<file path="src/rtl/lfsr_ctrl.sv">
// ----------------------------------------------------------------------------
// lfsr_ctrl
//
// Host-side sequencer for an external LFSR. A host start request latches a
// seed and a shift length, loads the seed into the LFSR through a one-cycle
// active-low lfsr_rst pulse, lets it settle, advances it shift_len times, and
// then collects LFSR_WIDTH serial bits (LSB first) into data. A missing or
// interrupted lfsr_valid stream ends the transaction with err=1.
//
// Ports
//   clk             : clock, all state updates on the rising edge
//   rst             : asynchronous active-low reset
//   start           : host request pulse, only honoured while idle
//   seed            : seed word, latched when start is accepted
//   shift_len       : number of LFSR shift cycles, latched with seed
//   busy            : high whenever a transaction is in progress
//   done            : one-cycle completion pulse
//   err             : status qualifying done, held until the next done
//   data            : captured word, held until the next done
//   lfsr_seed       : latched seed presented to the LFSR
//   lfsr_rst        : active-low LFSR load/reset strobe
//   lfsr_enable     : LFSR shift enable
//   lfsr_out_enable : request for LFSR serial output
//   lfsr_out        : LFSR serial data
//   lfsr_valid      : qualifies lfsr_out
// ----------------------------------------------------------------------------
module lfsr_ctrl #(
    parameter int LFSR_WIDTH = 8,
    parameter int TIMEOUT    = 16
) (
    input  logic                  clk,
    input  logic                  rst,
    input  logic                  start,
    input  logic [LFSR_WIDTH-1:0] seed,
    input  logic [4:0]            shift_len,
    output logic                  busy,
    output logic                  done,
    output logic                  err,
    output logic [LFSR_WIDTH-1:0] data,
    output logic [LFSR_WIDTH-1:0] lfsr_seed,
    output logic                  lfsr_rst,
    output logic                  lfsr_enable,
    output logic                  lfsr_out_enable,
    input  logic                  lfsr_out,
    input  logic                  lfsr_valid
);

    localparam int TW = $clog2(TIMEOUT + 1);
    localparam int BW = $clog2(LFSR_WIDTH + 1);

    typedef enum logic [2:0] {
        IDLE,
        LOAD,
        SETTLE,
        SHIFT,
        WAIT_VALID,
        CAPTURE,
        DONE
    } state_t;

    state_t                state, state_nxt;
    logic [4:0]            shift_cnt, shift_cnt_nxt;
    logic [TW-1:0]         wait_cnt, wait_cnt_nxt;
    logic [BW-1:0]         bit_cnt, bit_cnt_nxt;
    logic [LFSR_WIDTH-1:0] shreg, shreg_nxt;
    logic [LFSR_WIDTH-1:0] data_nxt, seed_nxt;
    logic                  err_nxt;

    // Next-state and next-datapath logic. Every output is registered from
    // the next state, so the outputs line up exactly with the state they
    // belong to. Bits enter at the top of shreg and move down, so after
    // LFSR_WIDTH shifts the first bit received sits at bit 0.
    always_comb begin
        state_nxt     = state;
        shift_cnt_nxt = shift_cnt;
        wait_cnt_nxt  = wait_cnt;
        bit_cnt_nxt   = bit_cnt;
        shreg_nxt     = shreg;
        data_nxt      = data;
        err_nxt       = err;
        seed_nxt      = lfsr_seed;

        case (state)
            IDLE: begin
                if (start) begin
                    seed_nxt      = seed;
                    shift_cnt_nxt = shift_len;
                    state_nxt     = LOAD;
                end
            end
            LOAD: begin
                state_nxt = SETTLE;
            end
            SETTLE: begin
                wait_cnt_nxt = '0;
                if (shift_cnt == 5'd0) begin
                    state_nxt = WAIT_VALID;
                end else begin
                    state_nxt = SHIFT;
                end
            end
            SHIFT: begin
                shift_cnt_nxt = shift_cnt - 5'd1;
                wait_cnt_nxt  = '0;
                if (shift_cnt == 5'd1) begin
                    state_nxt = WAIT_VALID;
                end
            end
            WAIT_VALID: begin
                if (lfsr_valid) begin
                    shreg_nxt   = {lfsr_out, shreg[LFSR_WIDTH-1:1]};
                    bit_cnt_nxt = BW'(1);
                    state_nxt   = CAPTURE;
                end else if (wait_cnt == TW'(TIMEOUT - 1)) begin
                    err_nxt   = 1'b1;
                    data_nxt  = '0;
                    state_nxt = DONE;
                end else begin
                    wait_cnt_nxt = wait_cnt + TW'(1);
                end
            end
            CAPTURE: begin
                if (!lfsr_valid) begin
                    // Interrupted stream: flag it and keep the old word.
                    err_nxt   = 1'b1;
                    state_nxt = DONE;
                end else begin
                    shreg_nxt = {lfsr_out, shreg[LFSR_WIDTH-1:1]};
                    if (bit_cnt == BW'(LFSR_WIDTH - 1)) begin
                        data_nxt  = {lfsr_out, shreg[LFSR_WIDTH-1:1]};
                        err_nxt   = 1'b0;
                        state_nxt = DONE;
                    end else begin
                        bit_cnt_nxt = bit_cnt + BW'(1);
                    end
                end
            end
            DONE: begin
                shift_cnt_nxt = '0;
                wait_cnt_nxt  = '0;
                bit_cnt_nxt   = '0;
                state_nxt     = IDLE;
            end
            default: begin
                state_nxt = IDLE;
            end
        endcase
    end

    // State, counters and registered outputs. lfsr_rst is low during reset
    // and for the single LOAD cycle, high everywhere else.
    always_ff @(posedge clk or negedge rst) begin
        if (!rst) begin
            state           <= IDLE;
            shift_cnt       <= '0;
            wait_cnt        <= '0;
            bit_cnt         <= '0;
            shreg           <= '0;
            data            <= '0;
            err             <= 1'b0;
            lfsr_seed       <= '0;
            busy            <= 1'b0;
            done            <= 1'b0;
            lfsr_rst        <= 1'b0;
            lfsr_enable     <= 1'b0;
            lfsr_out_enable <= 1'b0;
        end else begin
            state           <= state_nxt;
            shift_cnt       <= shift_cnt_nxt;
            wait_cnt        <= wait_cnt_nxt;
            bit_cnt         <= bit_cnt_nxt;
            shreg           <= shreg_nxt;
            data            <= data_nxt;
            err             <= err_nxt;
            lfsr_seed       <= seed_nxt;
            busy            <= (state_nxt != IDLE);
            done            <= (state_nxt == DONE);
            lfsr_rst        <= (state_nxt != LOAD);
            lfsr_enable     <= (state_nxt == SHIFT);
            lfsr_out_enable <= (state_nxt == WAIT_VALID) || (state_nxt == CAPTURE);
        end
    end

endmodule

</file>
<file path="config.mk">
export PLATFORM = sky130hd
export DESIGN_NAME = lfsr_ctrl
export DESIGN_NICKNAME = d
export VERILOG_FILES = /design/src/rtl/lfsr_ctrl.sv
export SDC_FILE = /design/constraint.sdc
export NUM_CORES = 1
export LEC_CHECK = 0
export BUFFER_PORTS_ARGS = -buffer_cell sky130_fd_sc_hd__clkbuf_2
export CAP_MARGIN = 0
export CORE_ASPECT_RATIO = 0.9
export CORE_MARGIN = 2
export CORE_UTILIZATION = 40
export DETAILED_ROUTE_END_ITERATION = 10
export PLACE_DENSITY = 0.68
export SLEW_MARGIN = 10
export SYNTH_ARGS = -nofsm -noshare
export SYNTH_HDL_FRONTEND = slang
export SYNTH_SLANG_ARGS = --single-unit
</file>
<file path="constraint.sdc">
create_clock -name clk -period 3.6 [get_ports clk]
set_input_delay 0.54 -clock clk [delete_from_list [all_inputs] [get_ports clk]]
set_output_delay 0.54 -clock clk [all_outputs]
set_load 0.005 [all_outputs]
</file>
======== After elaboration in Yosys (flattened, before gate mapping) ========
Index checks and enable logic that the tools add are counted.
word-level totals
  register bits ........................... 47
  input bits .............................. 18
  output and inout bits ................... 22
  word-level logic and storage cells ...... 83
cells by class
  add/sub/neg operators ................... 3
  eq/ne operators ......................... 23
  mux-type cells .......................... 27
  reductions and logical operators ........ 17
operators with widths
  cell                   number
  $mux W8                4
  $mux W3                7
  $eq A3 B3 Y1 const B   6
  $pmux W3 S6            1
  $ne A2 B2 Y1 const B   8
  $pmux W8 S2            1
  $mux W5                3
  $pmux W5 S3            1
  $mux W4                3
  $pmux W4 S3            1
  $pmux W5 S2            1
  $eq A3 B2 Y1 const B   3
  $reduce_bool A3 Y1     3
  $reduce_and A4 Y1      2
  $reduce_and A2 Y1      3
  $add A5 B1 Y5 const B  1
  $eq A5 B1 Y1 const B   1
  $eq A5 B4 Y1 const B   1
  $logic_not A5 Y1       1
  $reduce_and A5 Y1      1
  $sub A5 B1 Y5 const B  1
  $add A4 B1 Y4 const B  1
  $eq A4 B3 Y1 const B   1
  $mux W1                4
  other kinds (10)       11

======== Longest topological paths before layout ========
Gate-level depths: netlist (run 1).
  word-level depth ........................ 6
  depth in mapped cells ................... 6
  gate-level depth less buffers ........... 6

======== Worst setup path before layout (run 1) ========
Ideal clock, no wire load.
  path kind ............................... register -> register
  start point ............................. reg wait_cnt[0]
  end point ............................... reg wait_cnt[2]
  setup time .............................. 0.067 ns
  data arrival time ....................... 1.714 ns
  setup slack ............................. 1.819 ns
  cell stages (with the launch flop) ...... 7
  buffers on the path ..................... 0
  period minus slack after synthesis ...... 1.781 ns
  cell sequence ........................... dfrtp_1 ha_1 and3_1 ha_1 or4_4 o21ai_1 a32o_1
on the way
  longest elaborated chain between the ends .. 4
  elaborated cells between the ends (all ways) .. 7
ends and longest elaborated chain
  what                    RTL line  source
  start, declared         63        logic [TW-1:0] wait_cnt, wait_cnt_nxt;
  start signal, assigned  170       wait_cnt <= wait_cnt_nxt;
  $add A5 B1 Y5           119       wait_cnt_nxt = wait_cnt + TW'(1);
  $mux W5                 114       end else if (wait_cnt == TW'(TIMEOUT - 1)) begin
  $mux W5                 110       if (lfsr_valid) begin
  $pmux W5 S2             83        case (state)
Several ways; a longest one is shown, not always the timed one. The select of a mux whose other input is x is not followed.
A chain may end at the register's enable or synchronous reset.

======== Worst setup path in the final report (run 1) ========
  start point ............................. reg state[1]
  end point ............................... reg shift_cnt[4]
on the way
  longest elaborated chain between the ends .. 3
  elaborated cells between the ends (all ways) .. 7
ends and longest elaborated chain
  what                                                                 RTL line  source
  start, declared                                                      61        state_t state, state_nxt;
  start signal, assigned                                               168       state <= state_nxt;
  $eq A3 B2 Y1, or another cell as far along                           83
  $reduce_bool A3 Y1 (no line) / $ne A2 B2 Y1 (equally long branches)  --
  $reduce_and A2 Y1 (no line)                                          --
  end signal, assigned                                                 169       shift_cnt <= shift_cnt_nxt;
  end, declared                                                        62        logic [4:0] shift_cnt, shift_cnt_nxt;
Several ways; a longest one is shown, not always the timed one.

==> impl_metrics.ini, run 1 <==
[outcome]
status = finished clean

[power]
p_int_w = 0.00106
total_leakage_power_nw = 1.30
p_sw_share_pct = 34.9
comb_power_share_pct = 31.2
power.density_nw_per_um2 = 613
p_sw_w = 0.000566
seq_power_share_pct = 44.7
p_clk_share_pct = 24.1
power_w = 0.00162
peakVddDrop_mv = 0.358

[floorplan]
fp.dieW_um = 83.6
io_pins = 40
coreArea_sq_um = 5600
die_h_um = 75.7
core.rowCount = 26
die_area_sq_um = 6330
initial_utilization_pct = 40.8

[setup_path]
start_kind = flip-flop
worst_ep_required_time_ns = 3.77
worstSetupPathType = reg2reg
arrival_ns = 2.56
reg2reg_to = shift_cnt[4]
cp_max_fo = 28
r2r_slack_ns = 1.21
reg2regPathDepth = 4
crit_path_end_kind = flip-flop
reg2reg_from = state[1]

[sta]
fmax_mhz = 419
slew_violations = 0
period_share_pct = 66.3
hold_violations = 0
fin_worst_skew_ns = 0.00909
slew_headroom_pct = 28.4
holdWs_ns = 0.296
max_slew.worst_pin.slew_ns = 1.07
finalSetupTns_ns = 0
setup_violations = 0
fin_crit_ns = 2.39
rsz0062_at_grt = no

[route]
firstDrtPassIters = 5
routed_wl_mm = 4.73
drtIter0Drc = 127
vias = 1767
viasPerCell = 5.54
wl_per_cell_um = 14.8
drc_errors = 0
ant_nets = 0

[cts]
clk_path_buf_depth = 2
cts-hold-fix-buffers = 0
cts_tree = yes
clkSinkCount = 46
root_buffer = clkbuf_8
numCtsBuffers = 5
h-tree-depth = 2
ctsResizeCount = 0
post_cts_buffers = 0
clk_latency_ns = 0.30
clk_pin_slew_worst_paths_ns = 0.09

[global_routing]
track_usage_pct = 15.9
grt_pass1_wl_mm = 7.94
grt_max_degree = 31
grt_pass1_vias = 1614
grt_overflow = 0
antenna_found_initial = 0

[final_layout]
utilization_pct = 47.3
n_antenna_cell = 0
nNetsFinal = 272
synthToLayoutAreaGrowth_pct = 16.0
drive_gt1_share_pct = 24.5

[synth]
syn_area_sq_um = 2280
muxShareOfSynthArea_pct = 4.33
syn-num-nets = 233
synth_xor_area_share_pct = 0.384
synth_top_family_by_area = simple AND/OR/NAND/NOR gates
seq_area_frac_synth_pct = 50.4
ys_ff_latch = 46
synthAdderAreaFrac_pct = 3.29
synth-edff-count = 0
yosys_warnings = 0
async_flop_share_pct = 100
avgSynthCellArea_sq_um = 10.9
synthCells = 209
yosys.area_share.simple_pct = 19.8
synth_compound_area_share_pct = 18.3
ys_types = 57
ys_dominant_reg_cell = dfrtp_1

[placement]
place.gp.congestion = 0.838
portBuffers = 39
dp_hpwl_mm = 3.23

[run]
maxCapViolCount = 0

[hold_path]
hp-class = in2async
==> flip-flops by register name, indices dropped and copies added (netlist names) <==
name	cells
data	8
lfsr_rst	1
lfsr_enable	1
done	1
wait_cnt	5
err	1
bit_cnt	4
lfsr_seed	8
lfsr_out_enable	1
shift_cnt	5
busy	1
state	3
shreg	7
==> stage by stage <==
| stage | setup slack (ns) | cells | area (sq um) |
|---|---|---|---|
| 6_report | 1.21 | 319 | 2650 |
| 3_5_place_dp | 1.24 | 311 | 2530 |
| 5_1_grt | 0.942 | 319 | 2650 |
| 3_3_place_gp | 1.34 | 311 | 2530 |
| 4_1_cts | 1.23 | 319 | 2650 |
| 2_1_floorplan | 1.82 | 209 | 2280 |
==> worst max-delay path, stage by stage, from the launching register on <==
cell and delay, ns:
dfrtp_1 0.68, nor4b_2 1.02, inv_2 0.23, o31ai_1 0.17, o211ai_1 0.15
==> cell families (layout without fill, tap and decap cells) <==
logic type                 Yosys count  count (layout)
AOI/OAI and AO/OA                   54              54
DFF                                 46              46
muxes                                9               9
and+or+nand+nor                     76              76
xor gates and xnor gates             1               1
buffers and inverters               17              57
adders and majority gates            6               6
==> cells in the final DEF, fill, tap and decap left out, drive strengths merged, types with 4 or more instances in the layout <==
master / n
clkbuf: 44
inv: 8
nor2: 6
ha: 6
nor2b: 5
nand2: 33
dfrtp: 46
nand2b: 5
a32o: 4
a22o: 10
mux2: 7
o21ai: 8
nand3b: 7
==> cell usage after synthesis, types with 2 or more instances <==
library cell,n,area share [%]
dfrtp_1,46,50
nand2_1,33,5.4
a22o_1,10,3.8
buf_2,7,1.5
ha_1,6,3.3
nand3b_1,6,2.0
inv_1,5,0.82
mux2_1,5,2.5
nand2b_1,5,1.4
nor2_1,5,0.82
nor2b_1,5,1.4
a32o_1,4,1.8
o21ai_0,4,0.88
o21ai_1,4,0.88
a21oi_1,3,0.66
a31oi_1,3,0.82
o22ai_1,3,0.82
a211oi_1,2,0.66
a21o_1,2,0.66
a221oi_1,2,0.77
and3_1,2,0.55
buf_4,2,0.66
inv_2,2,0.33
mux2_2,2,0.99
mux2i_1,2,0.88
nand4b_1,2,0.77
o211ai_1,2,0.66
o221ai_1,2,0.77
o22a_1,2,0.77
o31ai_1,2,0.66
or2_1,2,0.55
or3_1,2,0.55
==> area by class of cell <==
type / count / area, sq um
clock buffers: 5 / 68.8
clock inverters: 3 / 43.8
fillers: 538 / 2950
inverters: 7 / 26.3
multi-input cells: 146 / 1050
flip-flops and latches: 46 / 1150
well taps: 70 / 87.6
repair buffers: 42 / 218
==> routing by layer <==
layer	track usage, %	vias up	routed length [um]
li1	-	853	-
met1	22.3	871	2290
met2	24.4	41	2200
met3	3.90	2	197
met4	5.91	0	36
met5	0	-	0
==> worst max-delay path by stage <==
stage          cells past startpoint   startpoint  slack (ns)           end
5_1_grt                            4     state[1]        0.94  shift_cnt[4]
3_5_place_dp                       4     state[1]        1.24  shift_cnt[4]
2_1_floorplan                      6  wait_cnt[0]        1.82   wait_cnt[2]
3_3_place_gp                       4     state[1]        1.34  shift_cnt[3]
4_1_cts                            4     state[1]        1.23  shift_cnt[4]
6_report                           4     state[1]        1.21  shift_cnt[4]
==> power by group through the flow <==
stage	combinational (W)	sequential, W	clock [W]
finish	0.000507	0.000725	0.000392
CTS	0.000512	0.000721	0.000403
detailed placement	0.000509	0.000730	0
global placement	0.000500	0.000728	0
floorplan	0.000379	0.000698	0
global route	0.000571	0.000738	0.000429
No activity file was read; power rests on OpenSTA's default activity.
==> run 2, diff against run 1 <==
Settings changed: PLACE_DENSITY 0.68 to 0.71.
Clock period 3.6 ns to 2 ns, I/O delays scaled along.
==> run 2 against run 1 <==
Flip-flop and latch count stayed put. Non-clock buffer count is 8 higher. Maximum frequency grew 23%. Worst setup slack got worse by 1.2 ns. Critical path depth grew 2. Clock skew is 0.0051 ns lower. Critical path type unchanged.
==> impl_metrics.ini, run 2 (same netlist as run 1, synthesis figures left out) <==
[outcome]
status = finished clean

[placement]
placedCellCount = 319
dp_hpwl_mm = 3.34
post_dp_cell_area_sq_um = 2590
portBuffers = 39
place.gp.congestion = 0.749

[floorplan]
coreArea_sq_um = 5600
io_pins = 40
fp.dieW_um = 83.6
initial_utilization_pct = 40.8
core.rowCount = 26
die_h_um = 75.7
die_area_sq_um = 6330

[power]
total_leakage_power_nw = 1.32
peakVddDrop_mv = 0.529
power.density_nw_per_um2 = 1090
power_w = 0.00297

[route]
viasPerCell = 5.48
firstDrtPassIters = 4
ant_nets = 0
vias = 1793
drtIter0Drc = 74
routed_wl_mm = 4.88
drc_errors = 0
wl_per_cell_um = 14.9

[final_layout]
top_regs = data x8, lfsr_seed x8, shreg x7
fillers = 543
mostFrequentLayoutCells = dfrtp_1 (45), clkbuf_2 (39), nand2_1 (33)
nNetsFinal = 280
final_common_cell = dfrtp_1
final_cells = 327
n_antenna_cell = 0
synthToLayoutAreaGrowth_pct = 19.2
drive_gt1_share_pct = 28.0
design_area_sq_um = 2720

[sta]
finalSetupTns_ns = 0
fin_crit_ns = 1.94
fin_worst_skew_ns = 0.00400
max_slew.worst_pin.slew_ns = 0.590
slew_violations = 0
period_share_pct = 97.0
slew_headroom_pct = 60.6
setup_violations = 0
fmax_mhz = 516
holdWs_ns = 0.0665
hold_violations = 0

[setup_path]
cp_max_fo = 6
start_kind = flip-flop
worst_ep_required_time_ns = 2.25
worstSetupPathType = reg2reg
arrival_ns = 2.19
r2r_slack_ns = 0.06
crit_path_end_kind = flip-flop

[cts]
clk_path_buf_depth = 2
clk_pin_slew_worst_paths_ns = 0.09
cts_tree = yes
clk_latency_ns = 0.30
root_buffer = clkbuf_8
post_cts_buffers = 0
h-tree-depth = 2
clkSinkCount = 46
numCtsBuffers = 5

[global_routing]
grt_overflow = 0
antenna_found_initial = 0
grt_max_degree = 47
track_usage_pct = 16.9
grt_pass1_wl_mm = 8.56
grt_pass1_vias = 1835

[run]
maxCapViolCount = 0

[hold_path]
hp-class = in2async
## run 2: report_power, final
part           total (W)  switching [W]  leakage (nW)  internal, W
Combinational   0.000961       0.000493         0.677     0.000468
Clock           0.000702       0.000330        0.0504     0.000372
Sequential       0.00131       0.000193         0.598      0.00111
Total            0.00297        0.00102          1.32      0.00195
## run 2: stage by stage
stage          util, %  setup WS, ns
4_1_cts           48.4        0.0258
3_3_place_gp      46.4         0.167
6_report          48.6        0.0607
5_1_grt           48.6      -0.00726
2_1_floorplan        -         0.219
3_5_place_dp      46.4        0.0827
## run 2: cell type report
type | count | area, sq um | share of cell area, %
well taps | 70 | 87.6 | 3.22
multi-input cells | 146 | 1060 | 39.1
flip-flops and latches | 46 | 1150 | 42.3
clock inverters | 3 | 45.0 | 1.66
inverters | 7 | 26.3 | 0.966
repair buffers | 50 | 278 | 10.2
clock buffers | 5 | 68.8 | 2.53
## run 2: layer usage
| metal | vias to the layer above | share of wire (%) | GRT usage (%) |
|---|---|---|---|
| li1 | 867 | - | - |
| met1 | 885 | 49 | 21.9 |
| met2 | 34 | 46 | 28.5 |
| met3 | 7 | 3.6 | 3.58 |
| met4 | 0 | 1.5 | 6.45 |
| met5 | - | 0 | 0 |
## run 2: final timing paths
kind / start / endpoint / depth (start not counted)
worst max-delay path: wait_cnt[0] / wait_cnt[3] / 6
worst min-delay path: rst / busy / 2
worst max register to register: wait_cnt[0] / wait_cnt[3] / 6
worst min register to register: lfsr_seed[6] / lfsr_seed[6] / 2
max in group asynchronous: rst / wait_cnt[0] / 2
min in group clk: seed[0] / lfsr_seed[0] / 3
## run 2: critical path, stage by stage, from the launching register on
cell     delay [ns]
dfrtp_2        0.45
ha_1           0.23
and3_1         0.20
ha_2           0.21
or4_4          0.47
o21ai_1        0.18
a32o_1         0.15
## run 2: what timing repair did
| item | CTS | global route |
|---|---|---|
| hold buffers | 0 | 0 |
| gates resized for setup | 0 | 4 |
| hold endpoints to repair | 0 | 0 |
| setup endpoints to repair | 0 | 4 |
